<file path="config.mk">
export PLATFORM = sky130hd
export DESIGN_NAME = imem_loader_flat
export DESIGN_NICKNAME = d
export VERILOG_FILES = /design/src/rtl/imem_pkg.sv /design/src/rtl/imem_loader_if.sv /design/src/rtl/imem_loader_timer.sv /design/src/rtl/imem_loader.sv /design/src/flat_wrapper.sv
export SDC_FILE = /design/constraint.sdc
export NUM_CORES = 1
export LEC_CHECK = 0
export BUFFER_PORTS_ARGS = -buffer_cell sky130_fd_sc_hd__buf_2
export CORE_UTILIZATION = 53
export DETAILED_ROUTE_END_ITERATION = 16
export GPL_TIMING_DRIVEN = 0
export PLACE_DENSITY_LB_ADDON = 0.08
export SLEW_MARGIN = 20
export SYNTH_ARGS = -nofsm -noshare
export SYNTH_HDL_FRONTEND = slang
export SYNTH_SLANG_ARGS = --single-unit
</file>
<file path="constraint.sdc">
create_clock -name clk -period 2.42 [get_ports clk]
set_clock_uncertainty 0.1 [all_clocks]
set_input_delay 0.363 -clock clk [delete_from_list [all_inputs] [get_ports clk]]
set_output_delay 0.363 -clock clk [all_outputs]
set_load 0.02 [all_outputs]
</file>
<file path="src/rtl/imem_pkg.sv">
// Shared instruction-memory constants and loader state encoding,
// used by the loader, the fetch stage and the testbench.
package imem_pkg;

  localparam int         IMEM_SIZE        = 1024;
  localparam int         IMEM_ADDR_W      = 10;
  localparam logic [7:0] LOADER_SYNC_BYTE = 8'hA5;
  localparam int         LOADER_TIMEOUT   = 65535;

  typedef enum logic [2:0] {
    ST_IDLE,
    ST_LEN_HI,
    ST_LEN_LO,
    ST_DATA,
    ST_CSUM,
    ST_DONE,
    ST_ERR
  } loader_state_e;

  function automatic logic len_ok(
    input logic [15:0] n,
    input int          size
  );
    return (n != 16'd0) &&
           ({16'd0, n} <= 32'(size));
  endfunction

endpackage

</file>
<file path="src/rtl/imem_loader_if.sv">
// Byte-stream handshake from the host bridge into the loader.
// A byte moves when rx_valid and rx_ready are both high.
interface imem_loader_if;

  logic [7:0] rx_data;
  logic       rx_valid;
  logic       rx_ready;

  modport master (
    output rx_data,
    output rx_valid,
    input  rx_ready
  );

  modport slave (
    input  rx_data,
    input  rx_valid,
    output rx_ready
  );

endinterface

</file>
<file path="src/rtl/imem_loader_timer.sv">
// Inter-byte idle counter; saturates at TIMEOUT and flags expiry
// while parked there.
module imem_loader_timer #(
  parameter  int TIMEOUT = 65535,
  localparam int W       = $clog2(TIMEOUT + 1)
) (
  input  logic clk,
  input  logic reset,
  input  logic i_clr,
  input  logic i_en,
  output logic o_expire
);

  logic [W-1:0] r_cnt;

  assign o_expire = (r_cnt == W'(TIMEOUT));

  always_ff @(posedge clk or negedge reset) begin
    if (!reset) begin
      r_cnt <= '0;
    end else if (i_clr) begin
      r_cnt <= '0;
    end else if (i_en && !o_expire) begin
      r_cnt <= r_cnt + W'(1);
    end
  end

endmodule

</file>
<file path="src/rtl/imem_loader.sv">
// Framed byte-stream loader for instruction memory; holds the core.
// Define IMEM_LOADER_CSUM_EN to require a trailing mod-256 checksum.
module imem_loader
  import imem_pkg::*;
#(
  parameter int         MEM_SIZE  = IMEM_SIZE,
  parameter int         ADDR_W    = IMEM_ADDR_W,
  parameter logic [7:0] SYNC_BYTE = LOADER_SYNC_BYTE,
  parameter int         TIMEOUT   = LOADER_TIMEOUT
) (
  input  logic              clk,
  input  logic              reset,
  imem_loader_if.slave      rx,
  output logic              mem_we,
  output logic [ADDR_W-1:0] mem_addr,
  output logic [7:0]        mem_wdata,
  output logic              cpu_hold,
  output logic              load_done,
  output logic              load_err
);

  loader_state_e     r_state;
  loader_state_e     w_next;
  logic              r_rdy;
  logic              r_we;
  logic [ADDR_W-1:0] r_addr;
  logic [7:0]        r_wdata;
  logic              r_hold;
  logic              r_err;
  logic [7:0]        r_len_hi;
  logic [15:0]       r_len;
  logic [ADDR_W-1:0] r_count;
`ifdef IMEM_LOADER_CSUM_EN
  logic [7:0]        r_sum;
`endif

  logic              w_acc;
  logic              w_active;
  logic              w_expire;
  logic              w_last;
  logic [15:0]       w_len;

  // No byte is taken in the one-cycle DONE/ERR states.
  assign rx.rx_ready = r_rdy &&
                       (r_state != ST_DONE) &&
                       (r_state != ST_ERR);
  assign w_acc     = rx.rx_valid && rx.rx_ready;
  assign w_active  = (r_state == ST_LEN_HI) ||
                     (r_state == ST_LEN_LO) ||
                     (r_state == ST_DATA)   ||
                     (r_state == ST_CSUM);
  assign w_len     = {r_len_hi, rx.rx_data};
  assign w_last    = (r_count == ADDR_W'(r_len - 16'd1));

  assign mem_we    = r_we;
  assign mem_addr  = r_addr;
  assign mem_wdata = r_wdata;
  assign cpu_hold  = r_hold;
  assign load_done = (r_state == ST_DONE);
  assign load_err  = r_err;

  imem_loader_timer #(
    .TIMEOUT (TIMEOUT)
  ) u_timer (
    .clk      (clk),
    .reset    (reset),
    .i_clr    (w_acc || !w_active),
    .i_en     (w_active),
    .o_expire (w_expire)
  );

  // An accepted byte always beats a timer expiring in the same cycle.
  always_comb begin
    w_next = r_state;
    unique case (r_state)
      ST_IDLE: begin
        if (w_acc && (rx.rx_data == SYNC_BYTE))
          w_next = ST_LEN_HI;
      end
      ST_LEN_HI: begin
        if (w_acc)         w_next = ST_LEN_LO;
        else if (w_expire) w_next = ST_ERR;
      end
      ST_LEN_LO: begin
        if (w_acc)
          w_next = len_ok(w_len, MEM_SIZE) ? ST_DATA : ST_ERR;
        else if (w_expire)
          w_next = ST_ERR;
      end
      ST_DATA: begin
        if (w_acc) begin
          if (w_last) begin
`ifdef IMEM_LOADER_CSUM_EN
            w_next = ST_CSUM;
`else
            w_next = ST_DONE;
`endif
          end
        end else if (w_expire) begin
          w_next = ST_ERR;
        end
      end
`ifdef IMEM_LOADER_CSUM_EN
      ST_CSUM: begin
        if (w_acc)
          w_next = (rx.rx_data == r_sum) ? ST_DONE : ST_ERR;
        else if (w_expire)
          w_next = ST_ERR;
      end
`endif
      default: w_next = ST_IDLE;
    endcase
  end

  always_ff @(posedge clk or negedge reset) begin
    if (!reset) begin
      r_state  <= ST_IDLE;
      r_rdy    <= 1'b0;
      r_we     <= 1'b0;
      r_addr   <= '0;
      r_wdata  <= '0;
      r_hold   <= 1'b0;
      r_err    <= 1'b0;
      r_len_hi <= '0;
      r_len    <= '0;
      r_count  <= '0;
`ifdef IMEM_LOADER_CSUM_EN
      r_sum    <= '0;
`endif
    end else begin
      r_state <= w_next;
      r_rdy   <= 1'b1;
      r_we    <= 1'b0;
      if ((r_state == ST_IDLE) && (w_next == ST_LEN_HI)) begin
        r_hold <= 1'b1;
        r_err  <= 1'b0;
      end
      if (w_next == ST_DONE) r_hold <= 1'b0;
      if (w_next == ST_ERR)  r_err  <= 1'b1;
      if (w_acc && (r_state == ST_LEN_HI))
        r_len_hi <= rx.rx_data;
      if (w_acc && (r_state == ST_LEN_LO)) begin
        r_len   <= w_len;
        r_count <= '0;
`ifdef IMEM_LOADER_CSUM_EN
        r_sum   <= '0;
`endif
      end
      if (w_acc && (r_state == ST_DATA)) begin
        r_we    <= 1'b1;
        r_addr  <= r_count;
        r_wdata <= rx.rx_data;
        r_count <= r_count + ADDR_W'(1);
`ifdef IMEM_LOADER_CSUM_EN
        r_sum   <= r_sum + rx.rx_data;
`endif
      end
    end
  end

endmodule
</file>
<file path="src/flat_wrapper.sv">
// flat-port wrapper written by rule: the top's interface ports become plain ports
module imem_loader_flat import imem_pkg::*;
#(
  parameter int         MEM_SIZE  = IMEM_SIZE,
  parameter int         ADDR_W    = IMEM_ADDR_W,
  parameter logic [7:0] SYNC_BYTE = LOADER_SYNC_BYTE,
  parameter int         TIMEOUT   = LOADER_TIMEOUT
)
  (clk, reset, mem_we, mem_addr, mem_wdata, cpu_hold, load_done, load_err, rx_rx_data, rx_rx_valid, rx_rx_ready);
  imem_loader_if rx_i ();
  input  logic clk;
  input  logic reset;
  output logic mem_we;
  output logic [ADDR_W-1:0] mem_addr;
  output logic [7:0] mem_wdata;
  output logic cpu_hold;
  output logic load_done;
  output logic load_err;
  input wire logic [$bits(rx_i.rx_data)-1:0] rx_rx_data;
  input wire logic [$bits(rx_i.rx_valid)-1:0] rx_rx_valid;
  output wire logic [$bits(rx_i.rx_ready)-1:0] rx_rx_ready;
  assign rx_i.rx_data = rx_rx_data;
  assign rx_i.rx_valid = rx_rx_valid;
  assign rx_rx_ready = rx_i.rx_ready;
  imem_loader #(.MEM_SIZE(MEM_SIZE), .ADDR_W(ADDR_W), .SYNC_BYTE(SYNC_BYTE), .TIMEOUT(TIMEOUT)) u_core (.clk(clk), .reset(reset), .rx(rx_i), .mem_we(mem_we), .mem_addr(mem_addr), .mem_wdata(mem_wdata), .cpu_hold(cpu_hold), .load_done(load_done), .load_err(load_err));
endmodule
</file>
Yosys cells after proc, flatten, opt, wreduce, memory -nomap -nowiden
Cells that the tools add are included.

word-level totals
  output and inout bits = 23
  register bits = 69
  logic and storage cells = 67

operators by class
  magnitude comparators = 1
  multiplexer cells = 17
  equal/unequal tests = 13
  add/subtract/negate cells = 3
  reductions and logical operators = 22

operators with widths
  cell                   number
  $mux 16                2
  $mux 3                 7
  $mux 10                2
  $add 16x1->16 const B  1
  $eq 16x16->1 const B   1
  $le 16x11->1 const B   1
  $reduce_bool 16->1     1
  $eq 3x3->1 const B     4
  $pmux 3 s4             1
  $add 10x1->10 const B  1
  $eq 10x10->1           1
  $logic_and 1x1->1      10
  $sub 10x1->10 const B  1
  $eq 8x8->1 const B     1
  $reduce_bool 2->1      4
  $eq 3x1->1 const B     2
  $eq 3x2->1 const B     2
  $ne 3x3->1 const B     2
  $mux 1                 5
  $logic_or 1x1->1       4
  $logic_not 3->1        1
  $logic_not 1->1        2

Logic depth before layout (Yosys ltp)
  depth in word-level cells = 11
  mapped depth = 9

Modules after synthesis
From an unflattened synthesis, not the netlist that was laid out.

second synthesis, totals
  cell total of the unflattened synthesis = 343
  area, all modules = 3574.7 sq um

modules (own cells, without submodules)
  module             times used  cells each  area an instance (sq um)
  imem_loader        1           241         2615.0
  imem_loader_timer  1           102         959.7

Least setup slack after synthesis
OpenSTA, ideal clock, no wires.

  path kind = reg2reg
  from = reg u_core.r_len[0]
  to = reg u_core.r_state[1]
  data arrival time = 2.256 ns
  setup slack = -0.055 ns
  cell stages (with the launch flop) = 10
  clock period less this slack = 2.475 ns
  cell sequence = dfrtp_1 > inv_1 > ha_1 > buf_2 > or4b_4 > or4_4 > mux2i_1 > a21oi_1 > nand4_2 > o21a_1

between the ends
  word-level cells in the longest chain between the ends = 5

ends and longest elaborated chain
  item                        RTL line            text
  from (decl)                 imem_loader.sv:31   logic [15:0] r_len;
  from (signal assigned)      imem_loader.sv:143  r_len <= w_len;
  $sub 10x1->10               imem_loader.sv:53   assign w_last = (r_count == ADDR_W'(r_len - 16'd1));
  $eq 10x10->1                imem_loader.sv:53
  $mux 3                      imem_loader.sv:92   if (w_last) begin
  $mux 3                      imem_loader.sv:91   if (w_acc) begin
  $pmux 3 s4                  imem_loader.sv:75   unique case (r_state)
  named net u_core.w_next[1]  imem_loader.sv:23   loader_state_e w_next;
  to (signal assigned)        imem_loader.sv:131  r_state <= w_next;
  to (decl)                   imem_loader.sv:22   loader_state_e r_state;

The timed path passes the listed nets, and every way through them passes these cells.
A chain may end at the register's enable or synchronous reset.

Worst setup path after layout
  from = reg u_core.r_len[1]
  to = reg u_core.r_state[1]

Same word-level chain as after synthesis.

==> Flow_metrics.wiki <==
{| class="wikitable"
! Metric !! Value
|-
| Kind of critical path || reg2reg
|-
| Number of H-tree levels || 3
|-
| VDD IR-drop max || 829 µV
|-
| Site row count || 29
|-
| Dominant synthesized flop cell || sky130_fd_sc_hd__dfrtp_1
|-
| Headroom to the max-slew limit || 56.0%
|-
| Insertion delay of the later-clocked pin in the worst-skew pair || 330 ps
|-
| TritonCTS clock tree || built
|-
| Via count of the routed design || 2640
|-
| Final ANT Viol Nets || 0
|-
| Vias in the first global route || 2451
|-
| Filler Cell Count || 539
|-
| Status || finished with violations
|-
| Layout Area Growth over Synthesis || 16.9%
|-
| Drt first pass iters || 4
|-
| Critical path endpoint category || register
|-
| Pwr Total || 4.19 mW
|-
| Net count after synthesis || 344
|-
| Starting utilization of the core area || 54.8%
|-
| Final-stage net count || 396
|-
| Routed wire length || 7.16 mm
|-
| Via count normalized by instance count || 5.69
|-
| Max Slew Vio Count || 0
|-
| Number of buffers created by CTS || 9
|-
| Critical path launch point type || register
|-
| Setup TNS Final || -125 ps
|-
| Top-count cell post-synth || sky130_fd_sc_hd__dfrtp_1
|-
| Share of the synthesized area in the top cell type || 49.7%
|-
| Share of the core filled with cells || 64.0%
|-
| Fin crit period || 2490 ps
|-
| End point of the most critical hold path || u_core.mem_wdata[4]
|-
| Data arrival time of the worst path || 2610 ps
|-
| Horiz. Die Dim || 83.0 µm
|-
| Synthesized area per cell || 10.5 µm²
|-
| Post-synthesis instance total || 330
|-
| Number of maximum-capacitance violations || 0
|-
| Synthesized flop and latch total || 69
|-
| Final number of hold-violating endpoints || 0
|-
| Path class of the lowest-slack min-delay path || in2reg
|-
| Length in cells of the worst reg-to-reg path || 8
|-
| FF-to-FF End || u_core.r_state[1]
|-
| Final WS setup || -70.6 ps
|-
| Reg2reg setup slack || -70 ps
|-
| Register area || 1730 µm²
|-
| Most instantiated cells after synthesis || sky130_fd_sc_hd__dfrtp_1, sky130_fd_sc_hd__mux2_2, sky130_fd_sc_hd__nor2_1
|-
| Post-synth EDFFs || 0
|-
| Worst Path Required || 2540 ps
|-
| Average wire per standard cell || 15.4 µm
|-
| Post-synth ARST share || 100%
|-
| Synth Cell Area || 3480 µm²
|-
| Leakage component of the power || 1.85 nW
|-
| First-pass GRT wire length || 12.0 mm
|-
| Inserted Diodes || 0
|-
| Y dimension of the die || 83.0 µm
|-
| Portion of the post-synthesis area used by sequential elements || 49.7%
|-
| Highest attainable clock frequency || 402 MHz
|-
| Unrepaired setup endpoints after global routing || yes
|-
| Critical hold path startpoint || rx_rx_data[4]
|-
| # port buffers || 33
|-
| Maximum number of pins on one net before global-route repair || 46
|-
| Placed standard-cell area || 3770 µm²
|-
| Library cell used as clock root buffer || sky130_fd_sc_hd__clkbuf_8
|-
| Count of yosys warnings during synthesis || 0
|-
| Hold Path Stages || 2
|-
| Gr usage total || 22.1%
|-
| Total power divided by cell area || 1030 nW/µm²
|-
| Sink Count || 69
|-
| Final period utilization || 103%
|-
| Number of distinct library cells after synthesis || 49
|-
| Crit Path Max Fanout || 3
|-
| Failing checks || negative setup slack
|-
| Transition time of the tightest slew-check pin || 661 ps
|-
| Most area-hungry cell type in the Yosys netlist || sky130_fd_sc_hd__dfrtp_1
|-
| Last weighted congestion value of the routability-driven placer || 0.889
|-
| Area used by multi-input combinational logic || 1670 µm²
|-
| Clock transition at path regs || 70 ps
|-
| Crit Reg-Reg Startpoint || u_core.r_len[1]
|-
| Buffer depth of the longest clock path || 2
|-
| Proportion of layout cells with a drive suffix above 1 || 28.4%
|-
| DR DRC count || 0
|-
| Initial detailed-routing violation count || 123
|-
| Post-route standard cell area excluding fillers || 4070 µm²
|-
| Initial antenna violation count || 0
|-
| Top cells by area in the synthesized netlist || sky130_fd_sc_hd__dfrtp_1, sky130_fd_sc_hd__mux2_2, sky130_fd_sc_hd__nor2_1, sky130_fd_sc_hd__xnor2_1, sky130_fd_sc_hd__xor2_1
|-
| I/O Pins || 34
|-
| DP HPWL || 5.03 mm
|-
| Number of setup violations in the final report || 2
|-
| Remaining global-route overflow || 0
|-
| Floorplan Core Area || 6350 µm²
|-
| Area of the die || 6890 µm²
|}
[through the flow]
stage	setup WS (ps)	hold WS [ps]	std cells
floorplan	7.82	-32.6	330
global placement	-200	360	440
detailed placement	-210	204	441
CTS	-120	197	463
global route	-138	217	464
finish	-70.6	213	464
[layout by cell type (no fill, tap or decap), drive strengths merged, types with 7 or more instances in the layout]
cell    count
dfrtp      69
buf        46
mux2       34
nor2       30
nand2      24
clkbuf     22
nor3       17
nand3      15
o21ai      15
xor2       12
xnor2      12
nand4       9
inv         9
a22o        8
a21oi       7
nor4        7
[how the worst max path moves through the flow]
stage / endpoint / slack, ps / from / cells past startpoint
3_5_place_dp: u_core.r_state[1] / -210 / u_core.r_len[0] / 9
2_1_floorplan: u_core.r_state[1] / 8 / u_core.r_len[0] / 9
4_1_cts: u_core.r_state[1] / -120 / u_core.r_len[1] / 9
5_1_grt: u_core.r_state[1] / -140 / u_core.r_len[1] / 8
6_report: u_core.r_state[1] / -70 / u_core.r_len[1] / 8
3_3_place_gp: u_core.r_len[6] / -200 / rx_rx_valid / 7
[kinds of logic after synthesis]
kind of cell	share of synthesized area, %
and+or+nand+nor	18.1
DFF	49.7
AOI/OAI and AO/OA	9.43
muxes	12.5
buffers and inverters	3.13
xor gates and xnor gates	6.05
adders and majority gates	1.08
other	0.108
[state kept, by name (all words and copies together), names as in the netlist]
signal	count
u_core.r_rdy	1
u_core.mem_wdata	8
u_core.r_count	10
u_core.r_len	10
u_core.load_err	1
u_core.r_state	3
u_core.r_len_hi	8
u_core.mem_we	1
u_core.mem_addr	10
u_core.u_timer.r_cnt	16
u_core.cpu_hold	1
[final cells by class]
type / count / area share (%)
well taps: 77 / 2.37
repair buffers: 42 / 6.34
plain buffers: 16 / 1.75
inverters: 9 / 0.831
multi-input cells: 235 / 41.1
clock inverters: 5 / 1.45
flip-flops and latches: 69 / 42.5
clock buffers: 11 / 3.72
[what timing repair did]
item / in CTS / in global routing
endpoints found under the setup margin: 8 / 10
gates resized for setup: 7 / 4
pin swaps: 4 / 7
hold buffers: 1 / 0
buffers inserted: 5 / 2
gates cloned: 0 / 0
hold endpoints to repair: 24 / 0
[layer usage]
layer	global-route usage [%]	up-vias	share of wire, %
met1	31.1	1291	49
met3	4.08	8	3.5
met2	34.6	56	46
met5	0	-	0
li1	-	1285	-
met4	7.37	0	1.3
[report_power, final]
part	internal (mW)	switching, mW	leakage [nW]
Sequential	1.44	0.228	0.905
Combinational	0.701	0.857	0.846
Clock	0.532	0.430	0.102
Total	2.67	1.51	1.85
[worst max-delay path: stages, from the launching register on]
cell,delay (ps)
sky130_fd_sc_hd__dfrtp_1,390
sky130_fd_sc_hd__inv_2,90
sky130_fd_sc_hd__ha_4,150
sky130_fd_sc_hd__or4b_4,470
sky130_fd_sc_hd__or4_4,500
sky130_fd_sc_hd__mux2i_1,130
sky130_fd_sc_hd__a21oi_1,170
sky130_fd_sc_hd__nand4_2,170
sky130_fd_sc_hd__o21a_1,220
Note: power is estimated with default switching activity, not from simulation.
